--- src/rtl/packed_array_pkg.sv ---
// Shared types for packed-array producers and consumers.
// Default geometry: three 4-bit elements per word.
package packed_array_pkg;

   localparam int NUM_ELEM_DEF = 3;
   localparam int ELEM_W_DEF   = 4;
   localparam int CNT_W_DEF    = $clog2(NUM_ELEM_DEF + 1);

   typedef logic [NUM_ELEM_DEF-1:0][ELEM_W_DEF-1:0] packed_word_t;
   typedef logic [CNT_W_DEF-1:0]                    elem_cnt_t;

endpackage

--- src/rtl/packed_out_reg.sv ---
// Output word register: holds under backpressure, accepts a new
// word in the same cycle the old one is popped.
module packed_out_reg
   import packed_array_pkg::*;
#(
   parameter int NUM_ELEM = NUM_ELEM_DEF,
   parameter int ELEM_W   = ELEM_W_DEF,
   parameter int CNT_W    = $clog2(NUM_ELEM + 1)
) (
   input  logic                             clk,
   input  logic                             rst,
   input  logic                             load,
   input  logic [NUM_ELEM-1:0][ELEM_W-1:0]  load_data,
   input  logic [CNT_W-1:0]                 load_count,
   input  logic                             out_ready,
   output logic                             out_valid,
   output logic [NUM_ELEM-1:0][ELEM_W-1:0]  out_data,
   output logic [CNT_W-1:0]                 out_count
);

   always_ff @(posedge clk) begin
      if (rst) begin
         out_valid <= 1'b0;
         out_data  <= '0;
         out_count <= '0;
      end else if (load) begin
         out_valid <= 1'b1;
         out_data  <= load_data;
         out_count <= load_count;
      end else if (out_valid && out_ready) begin
         out_valid <= 1'b0;
      end
   end

endmodule

--- src/rtl/packed_nibble_assembler.sv ---
// Assembles a stream of elements into packed words, element 0 first.
// PACKED_ASM_FLUSH_EN adds a flush input that emits a partial word.
module packed_nibble_assembler
   import packed_array_pkg::*;
#(
   parameter int NUM_ELEM = NUM_ELEM_DEF,
   parameter int ELEM_W   = ELEM_W_DEF
) (
   input  logic                                    clk,
   input  logic                                    rst,
   input  logic                                    in_valid,
   output logic                                    in_ready,
   input  logic [ELEM_W-1:0]                       in_data,
`ifdef PACKED_ASM_FLUSH_EN
   input  logic                                    flush,
`endif
   output logic                                    out_valid,
   input  logic                                    out_ready,
   output logic [NUM_ELEM-1:0][ELEM_W-1:0]         out_data,
   output logic [$clog2(NUM_ELEM+1)-1:0]           out_count
);

   localparam int IW = $clog2(NUM_ELEM);
   localparam int CW = $clog2(NUM_ELEM + 1);

   typedef logic [NUM_ELEM-1:0][ELEM_W-1:0] word_t;

   logic [IW-1:0] idx;
   word_t         acc;
   word_t         full_word;
   word_t         load_data;
   logic [CW-1:0] load_count;
   logic          last;
   logic          in_fire;
   logic          load;
   logic          emit;
   logic          blocked;

   assign last    = (idx == IW'(NUM_ELEM - 1));
   assign in_fire = in_valid && in_ready;

   always_comb begin
      full_word = acc;
      full_word[NUM_ELEM-1] = in_data;
   end

`ifdef PACKED_ASM_FLUSH_EN
   logic          pend;
   logic [IW-1:0] idx_after;

   assign emit    = pend && (!out_valid || out_ready);
   assign blocked = pend;

   always_comb begin
      idx_after = idx;
      if (in_fire)
         idx_after = last ? '0 : idx + 1'b1;
   end

   always_ff @(posedge clk) begin
      if (rst)
         pend <= 1'b0;
      else if (emit)
         pend <= 1'b0;
      else if (flush && idx_after != '0)
         pend <= 1'b1;
   end
`else
   assign emit    = 1'b0;
   assign blocked = 1'b0;
`endif

   // Only the closing element needs the output slot, so only it stalls.
   assign in_ready = !(last && out_valid && !out_ready) && !blocked;

   assign load       = (in_fire && last) || emit;
   assign load_data  = emit ? acc : full_word;
   assign load_count = emit ? CW'(idx) : CW'(NUM_ELEM);

   always_ff @(posedge clk) begin
      if (rst) begin
         idx <= '0;
         acc <= '0;
      end else if (emit || (in_fire && last)) begin
         idx <= '0;
         acc <= '0;
      end else if (in_fire) begin
         idx      <= idx + 1'b1;
         acc[idx] <= in_data;
      end
   end

   packed_out_reg #(
      .NUM_ELEM (NUM_ELEM),
      .ELEM_W   (ELEM_W),
      .CNT_W    (CW)
   ) u_out_reg (
      .clk        (clk),
      .rst        (rst),
      .load       (load),
      .load_data  (load_data),
      .load_count (load_count),
      .out_ready  (out_ready),
      .out_valid  (out_valid),
      .out_data   (out_data),
      .out_count  (out_count)
   );

endmodule

--- config.mk ---
export PLATFORM = sky130hd
export DESIGN_NAME = packed_nibble_assembler
export DESIGN_NICKNAME = d
export VERILOG_FILES = /design/src/rtl/packed_array_pkg.sv /design/src/rtl/packed_out_reg.sv /design/src/rtl/packed_nibble_assembler.sv
export SDC_FILE = /design/constraint.sdc
export NUM_CORES = 1
export LEC_CHECK = 0
export ABC_AREA = 1
export BUFFER_PORTS_ARGS = -buffer_cell sky130_fd_sc_hd__buf_2
export CAP_MARGIN = 25
export CORE_ASPECT_RATIO = 0.9
export CORE_UTILIZATION = 44
export CTS_BUF_LIST = sky130_fd_sc_hd__clkbuf_4
export DETAILED_ROUTE_END_ITERATION = 16
export PLACE_DENSITY = 0.66
export SYNTH_ARGS = -nofsm -noshare
export SYNTH_HDL_FRONTEND = slang
export SYNTH_SLANG_ARGS = --single-unit
--- constraint.sdc ---
create_clock -name clk -period 2.9 [get_ports clk]
set_input_delay 0.58 -clock clk [delete_from_list [all_inputs] [get_ports clk]]
set_output_delay 0.58 -clock clk [all_outputs]
set_load 0.03 [all_outputs]
### After elaboration in Yosys (flattened, before gate mapping)

Cells that the tools add are included.

* register bits after elaboration: 28
* input port bits: 8
* word-level logic and storage cells: 28

* add/subtract/negate cells: 1
* $lt $le $gt $ge: 2
* eq/ne operators: 1
* multiplexer cells: 5
* reduce and logical (&&, ||, !) cells: 10

Operator list (number)
* bitwise mux 12 bit: 1
* demux 4 bit (select 2 bit): 1
* logical AND 1 bit: 6
* two-way mux 4 bit: 1
* < comparator 2 x 3 -> 1 bit (second input constant): 1
* adder 2 x 1 -> 2 bit (second input constant): 1
* equality test 2 bit (second input constant): 1
* greater-or-equal comparator 2 x 1 -> 1 bit (second input constant): 1
* zero test 1 bit: 2
* two-way mux 1 bit: 2
* nonzero test 2 bit: 1
* OR reduction 2 bit: 1

### Logic depth before layout (Yosys ltp)

Gate-level depths: netlist (run 1).

* word-level depth: 7
* mapped depth: 7
* depth with buffers taken out: 7

### Cells and area by module

Synthesis (run 1) repeated with hierarchy kept, for this count alone.

* cells, all modules: 122
* area total of the unflattened synthesis: 1028.5 sq um

By module, submodules not included
* packed_out_reg: times used 1, cells each 65, area each 545.5 sq um, sequential area each 300.3 sq um
* packed_nibble_assembler: times used 1, cells each 57, area each 483.0 sq um, sequential area each 200.2 sq um

### Least setup slack after synthesis (run 1)

OpenSTA, ideal clock, no wires.

* kind: register to output
* start: register idx[0]
* end: output port in_ready
* data arrival time: 1023 ps
* path slack: 1297 ps
* stages on the path, launching flop included: 5
* cells stage by stage: dfxtp_1 > inv_1 > ha_1 > nand3_2 > buf_2

* word-level cells in the longest chain between the ends: 4

Ends and longest elaborated chain
* start, declared: RTL line packed_nibble_assembler.sv:28 `logic [IW-1:0] idx;`
* start signal, assigned: RTL line packed_nibble_assembler.sv:88 `idx <= idx + 1'b1;`
* equality test 2 bit: RTL line packed_nibble_assembler.sv:39 `assign last = (idx == IW'(NUM_ELEM - 1));`
* logical AND 1 bit (2 in a row): RTL line packed_nibble_assembler.sv:74 `assign in_ready = !(last && out_valid && !out_ready) && !blocked;`
* zero test 1 bit: RTL line packed_nibble_assembler.sv:74
* end, declared: RTL line packed_nibble_assembler.sv:12 `output logic in_ready,`

Every way passes these cells.

### Worst setup path in the final report (run 1)

Same ends and word-level chain as after synthesis.

==> impl_metrics.py, run 1 <==
metrics = {
    "sta": {
        "rsz0062_at_grt": "false",
        "hold_violations": 0,
        "finalWorstSetupSlack_ns": 0.688,
        "slew_headroom_pct": 70.5,
        "finalSetupViolations": 0,
        "fin_setup_tns_ns": 0,
        "final.setup_skew_ns": 0.0125,
        "period_share_pct": 76.3,
        "worst_hold_slack_ns": 0.463,
        "tightest_slew_ns": 0.443,
        "fmax_mhz": 452,
        "min_period_ns": 2.21,
        "slew_viol_final": 0,
    },
    "clocking": {
        "clock_path_buffers": 2,
        "postCtsSetupBuffers": 0,
        "cts_tree": "yes",
        "clkLatencyLatePin_ns": 0.32,
        "path_clk_slew_ns": 0.12,
        "htreeDepth": 1,
        "cts_resized": 0,
        "numCtsBuffers": 3,
        "clock-sinks": 24,
        "cts.hold.buffers_added": 0,
        "cts-root-buf": "clkbuf_4",
    },
    "pwr": {
        "leakage_nw": 0.593,
        "p_per_area_nw_per_um2": 482,
        "ir_drop_uv": 403,
        "power.total_mw": 0.584,
    },
    "floorplanning": {
        "design.die.area_sq_um": 2630,
        "die_w_um": 54.0,
        "rows": 16,
        "dieHeight_um": 48.8,
        "initial_core_util_pct": 47.7,
        "ios": 24,
        "core_sq_um": 2240,
    },
    "job": {
        "cap_violations": 0,
    },
    "finish": {
        "fin_area_sq_um": 1210,
        "antenna_cells": 0,
        "fillCellCount": 233,
        "final_cells": 194,
        "drive_gt1_share_pct": 18.6,
        "syn_to_final_growth_pct": 13.2,
        "fin_nets": 179,
        "final_util_pct": 54.0,
    },
    "placement": {
        "dpl.cell_count": 190,
        "placed_cell_area_sq_um": 1180,
        "hpwl_um": 1480,
        "port_buffers": 23,
        "gp_congestion": 0.782,
        "dp_slack_ns": 1.05,
    },
    "critical_path": {
        "critPathSlowestCell": "dfxtp_1",
        "worstPathArrival_ns": 1.63,
        "cp_slowest_stage_delay_ns": 0.34,
        "endpoint_kind": "output pin",
        "path_buf_inv": 3,
        "path_max_fanout": 14,
        "cp_cell_sequence": "inv_1 -> ha_1 -> buf_4 -> nand3_2 -> buf_2",
        "worst_path_dominant_cell_family": "buffers and inverters",
        "worstSetupStartpointType": "flip-flop",
        "r2r_slack_ns": 1.25,
        "crit_type": "flip-flop to output pin",
        "required_ns": 2.32,
    },
    "logic_synthesis": {
        "synth.avg_cell_area_sq_um": 7.28,
        "ys_ff_latch": 24,
        "yosysSeqAreaShare_pct": 44.9,
        "synth_fp_nets": 158,
        "synth_cell_types": 13,
        "syn-instance-count": 147,
        "ys_warn_count": 0,
        "syn_area_sq_um": 1070,
    },
    "routing": {
        "vias": 959,
        "dr.pass1.iters": 4,
        "wire_per_inst_um": 11.3,
        "drc_errors": 0,
        "wirelength_um": 2200,
        "first_iter_violations": 24,
        "via_per_inst": 4.94,
        "ant_nets": 0,
    },
    "grt": {
        "antenna_found_initial": 0,
        "grt_pass1_wl_um": 3730,
        "grt_max_degree": 27,
        "grt_overflow_total": 0,
        "track_usage_pct": 18.8,
        "grt_pass1_vias": 871,
    },
    "run_status": {
        "status": "complete, no violations",
    },
    "min_path": {
        "hp-class": "flip-flop to flip-flop",
    },
}
cell usage after synthesis (all sizes together):
library cell  number  area share [%]
a21oi             15             7.0
buf                8             4.2
clkbuf             1            0.35
dfxtp             24              45
ha                 3             3.5
inv               27             9.5
nand2             35              12
nand3              6             3.7
nand4             20              12
nor2               8             2.8
power breakdown:
group | total, mW | switching [mW] | internal [mW] | leakage, nW
clock network | 0.149 | 0.0988 | 0.0503 | 0.0154
logic | 0.0830 | 0.0557 | 0.0274 | 0.383
registers | 0.352 | 0.00800 | 0.344 | 0.195
routing by layer:
layer | up-vias | routed length (um) | global-route usage, %
li1 | 509 | - | -
met1 | 427 | 1030 | 24.6
met2 | 21 | 1040 | 30.2
met5 | - | 0 | 0
met4 | 0 | 15 | 3.85
met3 | 2 | 111 | 5.61
state kept, by name (all words and copies together), names as in the netlist:
name and cells:
acc 8, u_out_reg.out_valid 1, u_out_reg.out_data 12, u_out_reg.out_count 1, idx 2
cells by family after synthesis:
group	share of synthesized area, %
buffers and inverters	14.0
adder cells (fa/ha/maj)	3.51
flip-flops	44.9
AND/OR/NAND/NOR	30.5
AO/OA/AOI/OAI	7.02
layout make-up:
cell class	count	area, sq um	area share (%)
clock buffer	3	22.5	1.86
tap	27	33.8	2.79
sequential	24	480	39.7
timing repair buffer	25	130	10.7
multi-input combinational	87	439	36.3
inverter	27	101	8.37
clock inverter	1	3.75	0.310
path summary, 6_finish.rpt:
path                                from                     end  cells after the start
hold / removal    u_out_reg.out_count[0]  u_out_reg.out_count[0]                      2
setup reg to reg                  idx[0]                  acc[6]                      8
hold reg to reg   u_out_reg.out_count[0]  u_out_reg.out_count[0]                      2
setup / recovery                  idx[0]                in_ready                      5
cell usage in the layout, fill, tap and decap left out:
cell type  instances
clkbuf_4           3
buf_2             23
inv_1             26
nand3_1            4
ha_1               3
clkinv_1           1
a21oi_1           15
dfxtp_1           24
nand2_1           35
buf_4              2
nand4_1           20
inv_2              1
nand3_2            2
nor2_1             8
worst reg2reg max path, stage by stage (launching register included):
cell,delay [ns]
dfxtp_1,0.34
inv_1,0.10
ha_1,0.15
buf_4,0.20
nand3_2,0.32
nand2_1,0.24
inv_2,0.10
nand2_1,0.07
nor2_1,0.04
(Power assumes the default switching activity.)
==> inputs of run 2 (changes only) <==
--- a/config.mk
+++ b/config.mk
@@ -5,14 +5,14 @@
 export SDC_FILE = /design/constraint.sdc
 export NUM_CORES = 1
 export LEC_CHECK = 0
-export ABC_AREA = 1
+export ABC_AREA = 0
 export BUFFER_PORTS_ARGS = -buffer_cell sky130_fd_sc_hd__buf_2
 export CAP_MARGIN = 25
 export CORE_ASPECT_RATIO = 0.9
 export CORE_UTILIZATION = 44
 export CTS_BUF_LIST = sky130_fd_sc_hd__clkbuf_4
 export DETAILED_ROUTE_END_ITERATION = 16
-export PLACE_DENSITY = 0.66
+export PLACE_DENSITY = 0.67
 export SYNTH_ARGS = -nofsm -noshare
 export SYNTH_HDL_FRONTEND = slang
 export SYNTH_SLANG_ARGS = --single-unit
==> constraint.sdc (replaced) <==
create_clock -name clk -period 2.27 [get_ports clk]
set_input_delay 0.454 -clock clk [delete_from_list [all_inputs] [get_ports clk]]
set_output_delay 0.454 -clock clk [all_outputs]
set_load 0.03 [all_outputs]
==> impl_metrics.py, run 2 <==
metrics = {
    "run_status": {
        "status": "complete, no violations",
    },
    "routing": {
        "drc_errors": 0,
        "first_iter_violations": 20,
        "vias": 886,
        "wirelength_um": 2160,
        "wire_per_inst_um": 13.5,
        "via_per_inst": 5.54,
        "dr.pass1.iters": 4,
        "ant_nets": 0,
    },
    "logic_synthesis": {
        "synth_cell_types": 22,
        "synth-main-ff-cell": "dfxtp_1",
        "synth-edff-count": 0,
        "synth.largest_area_cell": "dfxtp_1",
        "netlist.area_leader.share_pct": 48.1,
        "yosys-top-cells-area": "dfxtp_1, a21oi_1, o21ai_0, nand3_1, nand4_1",
        "synth.avg_cell_area_sq_um": 8.54,
        "async_flop_share_pct": 0,
        "yosysSeqAreaShare_pct": 48.1,
        "syn-instance-count": 117,
        "ys_ff_latch": 24,
        "syn_area_sq_um": 1000,
        "synthTopCellsByCount": "a21oi_1, dfxtp_1, o21ai_0",
        "ys_warn_count": 0,
        "synth_fp_nets": 128,
    },
    "placement": {
        "hpwl_um": 1440,
        "gp_congestion": 0.792,
        "placed_cell_area_sq_um": 1090,
        "dpl.cell_count": 156,
        "port_buffers": 23,
    },
    "finish": {
        "regMostFlops": "u_out_reg.out_data",
        "drive_gt1_share_pct": 21.5,
        "fin_area_sq_um": 1110,
        "final_cells": 160,
        "fin_nets": 147,
        "reg_top3": "u_out_reg.out_data (12), acc (8), idx (2)",
        "largest_reg_flops": 12,
        "final_cell_mix": "a21oi_1, dfxtp_1, buf_2, o21ai_0, nand3_1",
        "antenna_cells": 0,
        "syn_to_final_growth_pct": 11.5,
    },
    "grt": {
        "antenna_found_initial": 0,
        "grt_max_degree": 18,
        "grt_pass1_wl_um": 3540,
        "track_usage_pct": 20.2,
        "grt_pass1_vias": 764,
        "grt_overflow_total": 0,
    },
    "clocking": {
        "numCtsBuffers": 3,
        "postCtsSetupBuffers": 0,
        "clock_path_buffers": 2,
        "path_clk_slew_ns": 0.12,
        "cts_resized": 0,
        "clock-sinks": 24,
        "htreeDepth": 1,
        "cts-root-buf": "clkbuf_4",
        "cts.hold.buffers_added": 0,
        "clkLatencyLatePin_ns": 0.32,
        "cts_tree": "yes",
    },
    "critical_path": {
        "crit_type": "flip-flop to output pin",
        "endpoint_kind": "output pin",
        "worst-path-stages": 5,
        "worst_path_dominant_cell_family": "buffers and inverters",
        "worstSetupStartpointType": "flip-flop",
        "required_ns": 1.82,
        "worstPathArrival_ns": 1.70,
        "r2r_cells": 6,
        "cp_cell_sequence": "inv_1 -> ha_1 -> and3b_2 -> inv_2 -> buf_2",
        "cp_slowest_stage_delay_ns": 0.38,
        "path_buf_inv": 3,
        "path_max_fanout": 11,
        "critPathSlowestCell": "dfxtp_1",
    },
    "sta": {
        "final.setup_skew_ns": 0.00427,
        "min_period_ns": 2.16,
        "slew_headroom_pct": 62.7,
        "fin_setup_tns_ns": 0,
        "fmax_mhz": 464,
        "hold_violations": 0,
        "slew_viol_final": 0,
        "finalSetupViolations": 0,
        "rsz0062_at_grt": "false",
        "tightest_slew_ns": 0.560,
        "period_share_pct": 95.0,
        "worst_hold_slack_ns": 0.398,
    },
    "pwr": {
        "p_per_area_nw_per_um2": 636,
        "ir_drop_uv": 527,
        "leakage_nw": 0.443,
    },
    "min_path": {
        "hold_depth": 3,
        "hp-class": "primary input to flip-flop",
    },
    "floorplanning": {
        "ios": 24,
        "rows": 15,
        "core_sq_um": 2030,
        "dieHeight_um": 47.2,
        "die_w_um": 52.2,
        "design.die.area_sq_um": 2470,
        "initial_core_util_pct": 49.3,
    },
    "job": {
        "cap_violations": 0,
    },
}
run 2: changes by cell type in the layout (fill, tap and decap cells not counted), sizes merged, moves of 7 or more:
cell	before	now
inv	27	4
nor2	8	1
nand2	35	3
nand4	20	8
a21oi	15	24
o21ai	0	22
run 2: kinds of logic (layout without fill, tap and decap cells):
family,count (synthesis),in the layout,share of synthesized area [%]
buffers and inverters,13,31,7.26
adders and majority gates,3,3,3.76
DFF,24,24,48.1
AOI/OAI and AO/OA,47,47,23.8
and+or+nand+nor,30,30,17.1
run 2: final cells by class:
cell class	count	area, sq um
timing repair buffer	23	115
fill	202	912
clock inverter	1	3.75
sequential	24	480
tap	25	31.3
multi-input combinational	80	447
inverter	4	15.0
clock buffer	3	22.5
run 2: worst paths after layout:
check,slack [ns],end,start
setup / recovery,0.11,in_ready,idx[0]
hold / removal,0.40,u_out_reg.out_data[9],in_data[1]
setup reg to reg,0.78,acc[5],idx[0]
hold reg to reg,0.47,u_out_reg.out_data[5],acc[5]
run 2: tightest hold or removal path: cells and delay by family:
family,cells,cell delay (ns)
AOI/OAI and AO/OA,1,0.05
and+or+nand+nor,1,0.06
buffers and inverters,1,0.12
run 2: power breakdown:
group	switching (mW)	internal, mW	total (mW)
sequential	0.00729	0.435	0.442
combinational	0.0514	0.0261	0.0775
clock	0.124	0.0644	0.189
total	0.183	0.526	0.709
run 2: stage by stage:
stage | total power [mW] | setup slack, ns | utilization, %
floorplan | 0.507 | 0.799 | -
global placement | 0.525 | 0.575 | 53.7
detailed placement | 0.528 | 0.502 | 53.7
CTS | 0.715 | 0.123 | 55.0
global route | 0.748 | 0.00248 | 55.0
finish | 0.709 | 0.113 | 55.0
run 2: metal layers:
layer | up-vias | GRT usage (%) | part of all wire [%]
li1 | 460 | - | -
met1 | 395 | 24.3 | 45
met2 | 25 | 34.9 | 48
met3 | 6 | 7.12 | 5.8
met4 | 0 | 5.79 | 1.8
met5 | - | 0 | 0
==> inputs of run 3 (changes only) <==
--- a/config.mk
+++ b/config.mk
@@ -9,6 +9,7 @@
 export BUFFER_PORTS_ARGS = -buffer_cell sky130_fd_sc_hd__buf_2
 export CAP_MARGIN = 25
 export CORE_ASPECT_RATIO = 0.9
+export CORE_MARGIN = 2
 export CORE_UTILIZATION = 44
 export CTS_BUF_LIST = sky130_fd_sc_hd__clkbuf_4
 export DETAILED_ROUTE_END_ITERATION = 16
==> impl_metrics.py, run 3 (synthesized netlist as in run 2, its figures left out) <==
metrics = {
    "critical_path": {
        "worstPathArrival_ns": 1.68,
        "crit_start": "idx[0]",
        "r2r_end": "acc[0]",
        "required_ns": 1.82,
        "r2r_slack_ns": 0.81,
        "worstSetupStartpointType": "flip-flop",
        "path_max_fanout": 11,
        "endpoint_kind": "output pin",
        "r2r_start": "idx[0]",
        "r2r_cells": 6,
        "crit_type": "flip-flop to output pin",
    },
    "finish": {
        "final_cells": 162,
        "final_cell_mix": "a21oi_1, dfxtp_1, buf_2, o21ai_0, nand3_1",
        "final_util_pct": 51.7,
        "reg_top3": "u_out_reg.out_data (12), acc (8), idx (2)",
        "largest_reg_flops": 12,
        "antenna_cells": 0,
        "regMostFlops": "u_out_reg.out_data",
        "fin_nets": 147,
        "drive_gt1_share_pct": 21.5,
        "syn_to_final_growth_pct": 11.8,
        "fin_area_sq_um": 1120,
    },
    "clocking": {
        "cts-root-buf": "clkbuf_4",
        "numCtsBuffers": 3,
        "postCtsSetupBuffers": 0,
        "clock_path_buffers": 2,
        "path_clk_slew_ns": 0.13,
        "cts_resized": 0,
        "clkLatencyLatePin_ns": 0.31,
        "cts_tree": "yes",
        "cts.hold.buffers_added": 0,
        "clock-sinks": 24,
        "htreeDepth": 1,
    },
    "routing": {
        "wirelength_um": 2160,
        "dr.pass1.iters": 4,
        "first_iter_violations": 10,
        "via_per_inst": 5.58,
        "vias": 904,
        "drc_errors": 0,
        "ant_nets": 0,
        "wire_per_inst_um": 13.3,
    },
    "sta": {
        "final.setup_skew_ns": 0.00707,
        "fin_setup_tns_ns": 0,
        "slew_viol_final": 0,
        "period_share_pct": 93.9,
        "slew_headroom_pct": 61.5,
        "tightest_slew_ns": 0.577,
        "finalSetupViolations": 0,
        "hold_violations": 0,
        "fmax_mhz": 469,
        "rsz0062_at_grt": "false",
        "min_period_ns": 2.13,
    },
    "pwr": {
        "p_per_area_nw_per_um2": 632,
        "leakage_nw": 0.443,
        "ir_drop_uv": 433,
    },
    "floorplanning": {
        "initial_core_util_pct": 46.2,
        "rows": 16,
        "die_w_um": 54.2,
        "design.die.area_sq_um": 2670,
        "dieHeight_um": 49.2,
        "ios": 24,
        "core_sq_um": 2160,
    },
    "grt": {
        "track_usage_pct": 18.7,
        "grt_overflow_total": 0,
        "grt_pass1_vias": 864,
        "grt_pass1_wl_um": 3730,
        "antenna_found_initial": 0,
        "grt_max_degree": 18,
    },
    "min_path": {
        "min_from": "in_data[2]",
        "hold_depth": 3,
        "whs_endpoint": "u_out_reg.out_data[10]",
        "hp-class": "primary input to flip-flop",
    },
    "placement": {
        "port_buffers": 23,
        "gp_congestion": 0.808,
        "hpwl_um": 1510,
        "dpl.cell_count": 158,
        "placed_cell_area_sq_um": 1090,
    },
    "run_status": {
        "status": "complete, no violations",
    },
    "job": {
        "cap_violations": 0,
    },
}
==> run 3: final cells by class <==
type / count / area, sq um
Clock inverter: 1 / 3.75
Clock buffer: 3 / 22.5
Timing Repair Buffer: 23 / 115
Inverter: 4 / 15.0
Sequential cell: 24 / 480
Multi-Input combinational cell: 80 / 447
Fill cell: 216 / 1040
Tap cell: 27 / 33.8
==> run 3: worst max path at each step <==
stage                     depth (start not counted)  endpoint  slack, ns
after floorplan                                   4  in_ready       0.80
after global placement                            5  in_ready       0.58
after detailed placement                          5  in_ready       0.51
after CTS                                         5  in_ready       0.14
after global routing                              5  in_ready       0.03
final                                             5  in_ready       0.14
==> run 3: layer usage <==
layer	GRT usage [%]	wire, um	share of wire, %	vias to the layer above
met3	5.52	124	5.7	3
met5	0	0	0	-
met2	32.5	1070	50	24
met1	22.0	955	44	423
li1	-	-	-	454
met4	3.75	8	0.37	0
==> run 3: report_power, final <==
| part | internal, mW | switching [mW] | total, mW |
|---|---|---|---|
| Sequential | 0.435 | 0.00741 | 0.443 |
| Combinational | 0.0261 | 0.0512 | 0.0773 |
| Clock | 0.0643 | 0.122 | 0.187 |
| Total | 0.526 | 0.181 | 0.707 |
==> run 3: per-stage QoR <==
stage | hold slack (ns) | worst slack (ns) | total power, mW
2_1_floorplan | 0.440 | 0.799 | 0.507
3_3_place_gp | 0.457 | 0.578 | 0.526
3_5_place_dp | 0.462 | 0.511 | 0.529
4_1_cts | 0.392 | 0.140 | 0.715
5_1_grt | 0.391 | 0.0307 | 0.746
6_report | 0.400 | 0.139 | 0.707
==> run 3: critical path, stage by stage (launching register included) <==
cell	delay, ns
dfxtp_1	0.40
inv_1	0.08
ha_1	0.24
and3b_2	0.28
inv_2	0.14
buf_2	0.22
